[src/rtl/i2s_tx_serializer.sv]
// ---------------------------------------------------------------------------
// i2s_tx_serializer
//
// I2S transmitter and bit/word clock master for the DAC side of the audio
// path. The system clock is divided down to bclk. l_r_clk is the word
// select, and it also feeds the filter chain as its sample-edge input.
// Filtered samples arrive as one-cycle strobes with no backpressure. They
// are parked in per-channel holding registers. Each sample is then shifted
// out MSB-first, one bclk period after the l_r_clk transition (standard I2S
// one-bit delay).
//
// Ports:
//   clk          in   system clock
//   reset        in   asynchronous active-low reset
//   sample_in    in   signed sample to transmit (WORD_BITS)
//   sample_valid in   one-cycle strobe qualifying sample_in/sample_chan
//   sample_chan  in   0 = left, 1 = right
//   bclk         out  serial bit clock
//   l_r_clk      out  word select, 0 = left slot, 1 = right slot
//   sdata        out  serial data, changes with the bclk falling edge
//   slot_start   out  one-cycle pulse when a slot's shift register loads
//   underrun     out  one-cycle pulse when a slot loads without a fresh sample
//
// Build option:
//   I2S_TX_UNDERRUN_ZERO_EN  when defined, an underrun slot sends all zeros.
//                            Otherwise the last held sample is repeated.
// ---------------------------------------------------------------------------
module i2s_tx_serializer #(
  parameter int BCLK_DIV  = 4,
  parameter int WORD_BITS = 16,
  parameter int SLOT_BITS = 32
) (
  input  logic                        clk,
  input  logic                        reset,
  input  logic signed [WORD_BITS-1:0] sample_in,
  input  logic                        sample_valid,
  input  logic                        sample_chan,
  output logic                        bclk,
  output logic                        l_r_clk,
  output logic                        sdata,
  output logic                        slot_start,
  output logic                        underrun
);

  localparam int DIV_W = (BCLK_DIV > 1) ? $clog2(BCLK_DIV) : 1;
  localparam int IDX_W = (SLOT_BITS > 1) ? $clog2(SLOT_BITS) : 1;

  typedef enum logic {
    SLOT_LEFT  = 1'b0,
    SLOT_RIGHT = 1'b1
  } slot_e;

  logic [DIV_W-1:0]     divCnt_q, divCnt_d;
  logic                 bclk_q, bclk_d;
  logic [IDX_W-1:0]     bitIdx_q, bitIdx_d;
  slot_e                slot_q, slot_d;
  logic [WORD_BITS-1:0] shiftReg_q, shiftReg_d;
  logic                 sdata_q, sdata_d;
  logic                 slotStart_q, slotStart_d;
  logic                 underrun_q, underrun_d;
  logic [WORD_BITS-1:0] holdL_q, holdL_d, holdR_q, holdR_d;
  logic                 freshL_q, freshL_d, freshR_q, freshR_d;

  logic                 divDone;
  logic                 bitTick;
  logic                 slotWrap;
  logic                 nextRight;
  logic [WORD_BITS-1:0] loadHold;
  logic                 loadFresh;

  // A bit tick is the bclk 1->0 toggle. Every slot boundary and every data
  // change lines up with this edge.
  assign divDone   = (divCnt_q == DIV_W'(BCLK_DIV - 1));
  assign bitTick   = divDone & bclk_q;
  assign slotWrap  = (bitIdx_q == IDX_W'(SLOT_BITS - 1));
  assign nextRight = (slot_q == SLOT_LEFT);
  assign loadHold  = nextRight ? holdR_q : holdL_q;
  assign loadFresh = nextRight ? freshR_q : freshL_q;

  // State register. Reset clears everything at once, so a mid-slot reset
  // aborts the slot and restarts in the left slot at period 0.
  always_ff @(posedge clk or negedge reset) begin
    if (!reset) begin
      divCnt_q    <= '0;
      bclk_q      <= 1'b0;
      bitIdx_q    <= '0;
      slot_q      <= SLOT_LEFT;
      shiftReg_q  <= '0;
      sdata_q     <= 1'b0;
      slotStart_q <= 1'b0;
      underrun_q  <= 1'b0;
      holdL_q     <= '0;
      holdR_q     <= '0;
      freshL_q    <= 1'b0;
      freshR_q    <= 1'b0;
    end else begin
      divCnt_q    <= divCnt_d;
      bclk_q      <= bclk_d;
      bitIdx_q    <= bitIdx_d;
      slot_q      <= slot_d;
      shiftReg_q  <= shiftReg_d;
      sdata_q     <= sdata_d;
      slotStart_q <= slotStart_d;
      underrun_q  <= underrun_d;
      holdL_q     <= holdL_d;
      holdR_q     <= holdR_d;
      freshL_q    <= freshL_d;
      freshR_q    <= freshR_d;
    end
  end

  // Next-state logic: divider, slot sequencing, shift-out and sample capture.
  always_comb begin
    divCnt_d    = divDone ? '0 : divCnt_q + DIV_W'(1);
    bclk_d      = divDone ? ~bclk_q : bclk_q;
    bitIdx_d    = bitIdx_q;
    slot_d      = slot_q;
    shiftReg_d  = shiftReg_q;
    sdata_d     = sdata_q;
    slotStart_d = 1'b0;
    underrun_d  = 1'b0;
    holdL_d     = holdL_q;
    holdR_d     = holdR_q;
    freshL_d    = freshL_q;
    freshR_d    = freshR_q;

    if (bitTick) begin
      if (slotWrap) begin
        // Slot boundary: switch channel and load that channel's held word.
        // Period 0 carries the I2S one-bit delay, so sdata is low here.
        bitIdx_d    = '0;
        slot_d      = nextRight ? SLOT_RIGHT : SLOT_LEFT;
        slotStart_d = 1'b1;
        underrun_d  = ~loadFresh;
        sdata_d     = 1'b0;
`ifdef I2S_TX_UNDERRUN_ZERO_EN
        shiftReg_d  = loadFresh ? loadHold : '0;
`else
        shiftReg_d  = loadHold;
`endif
        if (nextRight) begin
          freshR_d = 1'b0;
        end else begin
          freshL_d = 1'b0;
        end
      end else begin
        // Periods 1..WORD_BITS carry the word MSB-first. The rest pad with 0.
        bitIdx_d = bitIdx_q + IDX_W'(1);
        if (bitIdx_q < IDX_W'(WORD_BITS)) begin
          sdata_d    = shiftReg_q[WORD_BITS-1];
          shiftReg_d = {shiftReg_q[WORD_BITS-2:0], 1'b0};
        end else begin
          sdata_d = 1'b0;
        end
      end
    end

    // Capture comes after the load, so a write that coincides with a load of
    // the same channel keeps its fresh flag for the following frame. The
    // load itself already used the pre-write hold value.
    if (sample_valid) begin
      if (sample_chan) begin
        holdR_d  = sample_in;
        freshR_d = 1'b1;
      end else begin
        holdL_d  = sample_in;
        freshL_d = 1'b1;
      end
    end
  end

  assign bclk       = bclk_q;
  assign l_r_clk    = (slot_q == SLOT_RIGHT);
  assign sdata      = sdata_q;
  assign slot_start = slotStart_q;
  assign underrun   = underrun_q;

endmodule

[config.mk]
export PLATFORM = sky130hd
export DESIGN_NAME = i2s_tx_serializer
export DESIGN_NICKNAME = d
export VERILOG_FILES = /design/src/rtl/i2s_tx_serializer.sv
export SDC_FILE = /design/constraint.sdc
export NUM_CORES = 1
export LEC_CHECK = 0
export BUFFER_PORTS_ARGS = -buffer_cell sky130_fd_sc_hd__buf_4
export CORE_AREA = 2 2 73 75
export CTS_BUF_LIST = sky130_fd_sc_hd__clkbuf_8
export CTS_CLUSTER_DIAMETER = 100
export DETAILED_ROUTE_END_ITERATION = 8
export DIE_AREA = 0 0 75 77
export PLACE_DENSITY = 0.76
export SLEW_MARGIN = 20
export SYNTH_ARGS = -nofsm -noshare
export SYNTH_HDL_FRONTEND = slang
export SYNTH_SLANG_ARGS = --single-unit
[constraint.sdc]
create_clock -name clk -period 1.6 [get_ports clk]
set_input_delay 0.16 -clock clk [delete_from_list [all_inputs] [get_ports clk]]
set_output_delay 0.16 -clock clk [all_outputs]
set_load 0.005 [all_outputs]
==> out/results.ini, run 1 <==
[floorplanning]
dieHeight_um=77
num_io_pins=25
rows=26
start_util=0.538
core_mm2=0.00498
dieArea_mm2=0.00578
die_w_um=75

[critical_path]
reg2reg_depth=7
crit_path_start_kind=flip-flop
path_cells=ha_2 > nand3_2 > ha_2 > nand3b_1 > buf_6 > a211oi_1 > a21o_1
crit_type=flip-flop to flip-flop
r2r-start=bitIdx_q[1]$_DFFE_PN0P_
worstSetupEndpointType=flip-flop
crit_family=compound AO/OA/AOI/OAI gates
slowest_stage=dfrtp_1
reg2reg_slack_ns=-0.05
cp_max_fo=5
cp_num_buf_inv=1
path_common_cell=ha_2
critPathMaxStageDelay_ns=0.36
reg2reg_to=shiftReg_q[14]$_DFFE_PN0P_
cp_data_required_time_ns=1.89
arrival_ns=1.94

[drt]
drt-pass1-iter-count=4
drc=0
vias=1732
drtIter0Drc=73
wirelength_um=5170
ant_nets=0
vias_per_cell=5.36
wl_per_cell_um=16.0

[timing]
fin_crit_ns=1.65
fin_ws_ns=-0.0524
worst_pin_slew_ns=0.396
maxSlewViolCount=0
maxSlewHeadroom=0.736
hold_viol_final=0
setup_viol=16
clock.fmax_mhz=605
fin_skew_ns=0.0105
rsz0062_at_grt=true
min_period_over_period=1.03

[yosys]
mappedNetlistNets=231
synth_common_cells=dfrtp_1, mux2_2, nor2_1
synth_top_cell_by_area=dfrtp_1
ys_types=25
synth_edf_count=0
synthTopCellsByArea=dfrtp_1, mux2_2, mux2i_1
syn_area_mm2=0.00268
ys_async_sr_fraction=1.00
synth_area_per_cell_um2=12.9
ys_seq_area_frac=0.579
ys_ff_latch=62
netlist_instances=207
synth_top_area_frac=0.579
synth_warnings=0
synth_flop_cell=dfrtp_1
yosysMostFrequentCell=dfrtp_1

[global_route]
grt_pass1_wl_um=8390
grt_antenna_before_repair=0
track_usage=0.198
grt-ovfl-total=0
grt_max_degree=34
grt_pass1_vias=1759

[clocking]
cts_max_level=3
clk_pin_slew_ns=0.07
clock_sinks=62
cts_tree=built
ctsLongestPathBuffers=2
clock_latency_ns=0.34
cts-root-buf=clkbuf_8
cts_inserted_buffers=9

[place]
place_congestion=0.780
dpl.hpwl_um=3080
portBuffers=24

[job]
maxCapViolations=0

[cells_and_area]
nNetsFinal=272
num_antenna_cells=0
syn_to_final_growth_pct=28.1
drive_gt1_frac=0.423
final_util=0.690

[status]
failed_checks=negative setup slack
outcome=finished with violations

[min_path]
min_to=holdL_q[5]$_DFFE_PN0P_
min-delay-start=sample_in[5]
hp-class=input port to flip-flop
worstHoldPathCells=2

[power]
leakage_uw=0.00156
p_per_area_mw_per_mm2=1020
total_power_uw=3490
vdd_drop_max_v=0.000809

==> cell usage in the layout, fill, tap and decap left out, drive strengths merged <==
cell type / n
dfrtp: 62
buf: 39
mux2: 33
nor2: 18
a21o: 16
mux2i: 16
a211oi: 16
clkbuf: 15
o21ai: 7
nand2: 6
ha: 4
nand3: 3
inv: 2
nor2b: 2
nand2b: 2
clkinv: 2
nand4: 1
or2: 1
nand3b: 1
a22o: 1
xor2: 1
xnor2: 1
a31oi: 1
o31ai: 1
bufinv: 1
dlygate4sd3: 1
==> state kept, by name, indices dropped and copies added (netlist names), 2 cells and up <==
signal      flops
shiftReg_q     16
holdR_q        16
holdL_q        16
bitIdx_q        5
divCnt_q        2
==> per-layer routing <==
metal / share of wire / vias to the layer above / GRT usage
met4: 0.023 / 0 / 0.107
met1: 0.46 / 861 / 0.275
met3: 0.029 / 12 / 0.0526
met5: 0 / - / 0
li1: - / 830 / -
met2: 0.49 / 29 / 0.280
==> layout make-up <==
| type | count | area (um^2) |
|---|---|---|
| repair buffers | 42 | 427 |
| well taps | 70 | 87.6 |
| clock buffers | 13 | 179 |
| inverters | 2 | 7.51 |
| flip-flops and latches | 62 | 1550 |
| multi-input cells | 131 | 1140 |
| clock inverters | 3 | 40.0 |
| fillers | 357 | 1550 |
==> worst max path at each step <==
stage,from,endpoint,slack [ns],cells past startpoint
2_1_floorplan,bitIdx_q[0]$_DFFE_PN0P_,shiftReg_q[6]$_DFFE_PN0P_,0.009,9
3_3_place_gp,bitIdx_q[0]$_DFFE_PN0P_,shiftReg_q[12]$_DFFE_PN0P_,-0.01,7
3_5_place_dp,bitIdx_q[0]$_DFFE_PN0P_,shiftReg_q[12]$_DFFE_PN0P_,-0.14,7
4_1_cts,bitIdx_q[0]$_DFFE_PN0P_,shiftReg_q[12]$_DFFE_PN0P_,-0.01,8
5_1_grt,bitIdx_q[1]$_DFFE_PN0P_,shiftReg_q[14]$_DFFE_PN0P_,-0.12,7
6_report,bitIdx_q[1]$_DFFE_PN0P_,shiftReg_q[14]$_DFFE_PN0P_,-0.05,7
==> per-stage QoR <==
step,area (um^2),setup slack [ns],TNS (ns),cells,hold WS [ns]
CTS,3330,-0.0140,-0.0406,320,0.0503
global placement,3020,-0.0107,-0.0107,301,0.116
detailed placement,3020,-0.138,-0.477,301,0.116
finish,3430,-0.0524,-0.521,323,0.0536
global route,3430,-0.118,-1.53,323,0.0534
floorplan,2690,0.00855,0,207,-0.136
==> power by group <==
| part | total (uW) | internal [uW] | switching [uW] |
|---|---|---|---|
| clock network | 1460 | 884 | 580 |
| logic | 278 | 159 | 119 |
| registers | 1750 | 1690 | 60.2 |
==> cell families after synthesis <==
group,share of synthesized area
xor gates and xnor gates,0.00654
buffers and inverters,0.0299
and+or+nand+nor,0.0560
muxes,0.199
AOI/OAI and AO/OA,0.111
adders and majority gates,0.0187
DFF,0.579
==> timing repair <==
item,4_1_cts,5_1_grt
endpoints found under the hold margin,29,0
resized for setup,11,9
buffers inserted,1,1
endpoints found under the setup margin,18,17
pin swaps,0,2
hold buffers,1,0
gates cloned,1,2
Note: power is estimated with default switching activity, not from simulation.
==> run 2, diff against run 1 <==
--- a/config.mk
+++ b/config.mk
@@ -6,12 +6,12 @@
 export NUM_CORES = 1
 export LEC_CHECK = 0
 export BUFFER_PORTS_ARGS = -buffer_cell sky130_fd_sc_hd__buf_4
-export CORE_AREA = 2 2 73 75
+export CORE_AREA = 2 2 70 72
 export CTS_BUF_LIST = sky130_fd_sc_hd__clkbuf_8
 export CTS_CLUSTER_DIAMETER = 100
 export DETAILED_ROUTE_END_ITERATION = 8
-export DIE_AREA = 0 0 75 77
-export PLACE_DENSITY = 0.76
+export DIE_AREA = 0 0 72 74
+export PLACE_DENSITY = 0.79
 export SLEW_MARGIN = 20
 export SYNTH_ARGS = -nofsm -noshare
 export SYNTH_HDL_FRONTEND = slang
==> constraint.sdc (replaced) <==
create_clock -name clk -period 1.75 [get_ports clk]
set_input_delay 0.175 -clock clk [delete_from_list [all_inputs] [get_ports clk]]
set_output_delay 0.175 -clock clk [all_outputs]
set_load 0.005 [all_outputs]
==> out/results.ini, run 2 (synthesis gave the netlist of run 1 again) <==
[cells_and_area]
final_cell_mix=dfrtp_1, mux2_2, buf_4, nor2_1
nFillCells=325  ; -9.0%
drive_gt1_frac=0.377  ; -0.0464
reg_top3=holdL_q (16), holdR_q (16), shiftReg_q (16)
final-seq-area_mm2=0.00155  ; unchanged
syn_to_final_growth_pct=19.9
layout_commonest_cell=dfrtp_1
multi_input_area_mm2=0.00109  ; -4.2%
num_antenna_cells=0  ; unchanged
final_cells=301  ; -6.8%
final_util=0.698  ; +0.00869
nNetsFinal=266  ; -2.2%
design_area_mm2=0.00321  ; -6.5%

[power]
p_sw_frac=0.218  ; +0.000602
pwr-share-seq=0.519  ; +0.018
clkPwrFrac=0.403  ; -0.016
leakage_uw=0.00149  ; -4.5%
vdd_drop_max_v=0.000595  ; -26%
combPwrFrac=0.078  ; -0.002
p_sw_uw=671  ; -12%
p_int_uw=2410  ; -12%
p_per_area_mw_per_mm2=958  ; -5.7%

[clocking]
cts_tree=built
clk_pin_slew_ns=0.07  ; about the same
cts_inserted_buffers=9  ; unchanged
clock_sinks=62  ; unchanged
cts_max_level=3  ; unchanged
cts-root-buf=clkbuf_8
clock_latency_ns=0.33  ; about the same
ctsLongestPathBuffers=2  ; unchanged

[drt]
wirelength_um=4540  ; -12%
drt-pass1-iter-count=4  ; unchanged
ant_nets=0  ; unchanged
drtIter0Drc=83  ; +14%
vias=1664  ; -3.9%
drc=0  ; unchanged
wl_per_cell_um=15.1  ; -5.9%
vias_per_cell=5.53  ; +3.1%

[floorplanning]
rows=25  ; -3.8%
dieHeight_um=74  ; -3.9%
dieArea_mm2=0.00533  ; -7.7%
num_io_pins=25  ; unchanged
die_w_um=72  ; -4.0%
start_util=0.583  ; +0.0444
core_mm2=0.00460  ; -7.6%

[critical_path]
arrival_ns=1.95  ; about the same
critPathMaxStageDelay_ns=0.39  ; +0.03 ns
path_cells=ha_2 > nand3_2 > inv_1 > ha_1 > buf_6 > nor2_1 > a211oi_1 > a21o_1
r2r-start=bitIdx_q[1]$_DFFE_PN0P_
crit_type=flip-flop to flip-flop
worstSetupEndpointType=flip-flop
cp_max_fo=22  ; +17
reg2reg_slack_ns=0.07  ; +0.12 ns
slowest_stage=dfrtp_1
crit_path_start_kind=flip-flop
cp_data_required_time_ns=2.02  ; +0.13 ns
reg2reg_depth=8  ; +1
reg2reg_to=shiftReg_q[12]$_DFFE_PN0P_

[timing]
rsz0062_at_grt=true
worst_pin_slew_ns=0.755  ; +0.358 ns
maxSlewHeadroom=0.497  ; -0.239
setup_viol=0  ; -16
maxSlewViolCount=0  ; unchanged
fin_ws_ns=0.0690  ; +0.121 ns
fin_crit_ns=1.68  ; +0.0286 ns
fin_skew_ns=0.00497  ; -0.00553 ns
fin_setup_tns_ns=0  ; +0.521 ns
clock.fmax_mhz=595  ; -1.7%
hold_viol_final=0  ; unchanged
min_period_over_period=0.961  ; -0.0722

[place]
place_congestion=0.695  ; -11%
dpl.hpwl_um=2850  ; -7.4%
placed_cells=282  ; -6.3%
portBuffers=24  ; unchanged
dp_slack_ns=0.0565  ; +0.194 ns
place_area_mm2=0.00292  ; -3.3%

[global_route]
grt-ovfl-total=0  ; unchanged
grt_max_degree=63  ; +85%
grt_pass1_wl_um=7530  ; -10%
grt_antenna_before_repair=0  ; unchanged
track_usage=0.191  ; -0.00716
grt_pass1_vias=1692  ; -3.8%

[min_path]
worstHoldPathCells=2  ; unchanged
hp-class=input port to flip-flop
min_to=holdR_q[12]$_DFFE_PN0P_
min-delay-start=sample_in[12]

[status]
outcome=finished, final reports clean

[job]
maxCapViolations=0  ; unchanged

-- run 2: cell types whose count changed in the layout (fill, tap and decap cells not counted), sizes merged --
cell,change
buf,-4
clkbuf,-4
clkinv,+1
inv,+1
-- run 2: layout make-up --
type                            count  area share
Inverter                            2     0.00234
Timing Repair Buffer               36      0.0908
Clock inverter                      5      0.0152
Tap cell                           54      0.0210
Sequential cell                    62       0.483
Clock buffer                       11      0.0472
Multi-Input combinational cell    131       0.340
-- run 2: power groups by stage --
stage / logic [uW] / clock network (uW) / registers, uW
final: 240 / 1240 / 1600
after detailed placement: 239 / 0 / 1620
after CTS: 243 / 1270 / 1600
after global placement: 231 / 0 / 1620
after global routing: 267 / 1330 / 1610
after floorplan: 151 / 0 / 1610
-- run 2: metal layers --
metal  routed length [um]  global-route usage  vias to the layer above
met1                 2130               0.236                      823
met4                   34               0.107                        0
met3                  168              0.0447                        5
met5                    0                   0                        -
li1                     -                   -                      808
met2                 2210               0.313                       28
-- run 2: how the worst max path moves through the flow --
stage,start,end,slack [ns]
2_1_floorplan,bitIdx_q[0]$_DFFE_PN0P_,freshR_q$_DFF_PN0_,0.12
3_3_place_gp,bitIdx_q[1]$_DFFE_PN0P_,shiftReg_q[14]$_DFFE_PN0P_,0.16
3_5_place_dp,bitIdx_q[1]$_DFFE_PN0P_,shiftReg_q[9]$_DFFE_PN0P_,0.06
4_1_cts,bitIdx_q[1]$_DFFE_PN0P_,shiftReg_q[9]$_DFFE_PN0P_,0.04
5_1_grt,bitIdx_q[1]$_DFFE_PN0P_,shiftReg_q[9]$_DFFE_PN0P_,-0.06
6_report,bitIdx_q[1]$_DFFE_PN0P_,shiftReg_q[12]$_DFFE_PN0P_,0.07
-- run 2: critical path, delay by kind of cell (launching register included) --
| family | cells | cell delay [ns] |
|---|---|---|
| flip-flops | 1 | 0.39 |
| adder cells (fa/ha/maj) | 2 | 0.43 |
| buffers and inverters | 2 | 0.29 |
| AO/OA/AOI/OAI | 2 | 0.35 |
| AND/OR/NAND/NOR | 2 | 0.16 |
-- run 2: metrics by stage --
stage | hold slack, ns | total power (uW)
floorplan | -0.121 | 1760
global placement | 0.298 | 1850
detailed placement | 0.297 | 1860
CTS | 0.0667 | 3110
global route | 0.0710 | 3210
finish | 0.0777 | 3080
-- run 2: what timing repair did --
| action | 4_1_cts | 5_1_grt |
|---|---|---|
| hold buffers | 1 | 0 |
| endpoints found under the hold margin | 62 | 0 |
| buffers inserted | 0 | 1 |
| resized for setup | 0 | 18 |
| endpoints found under the setup margin | 0 | 17 |
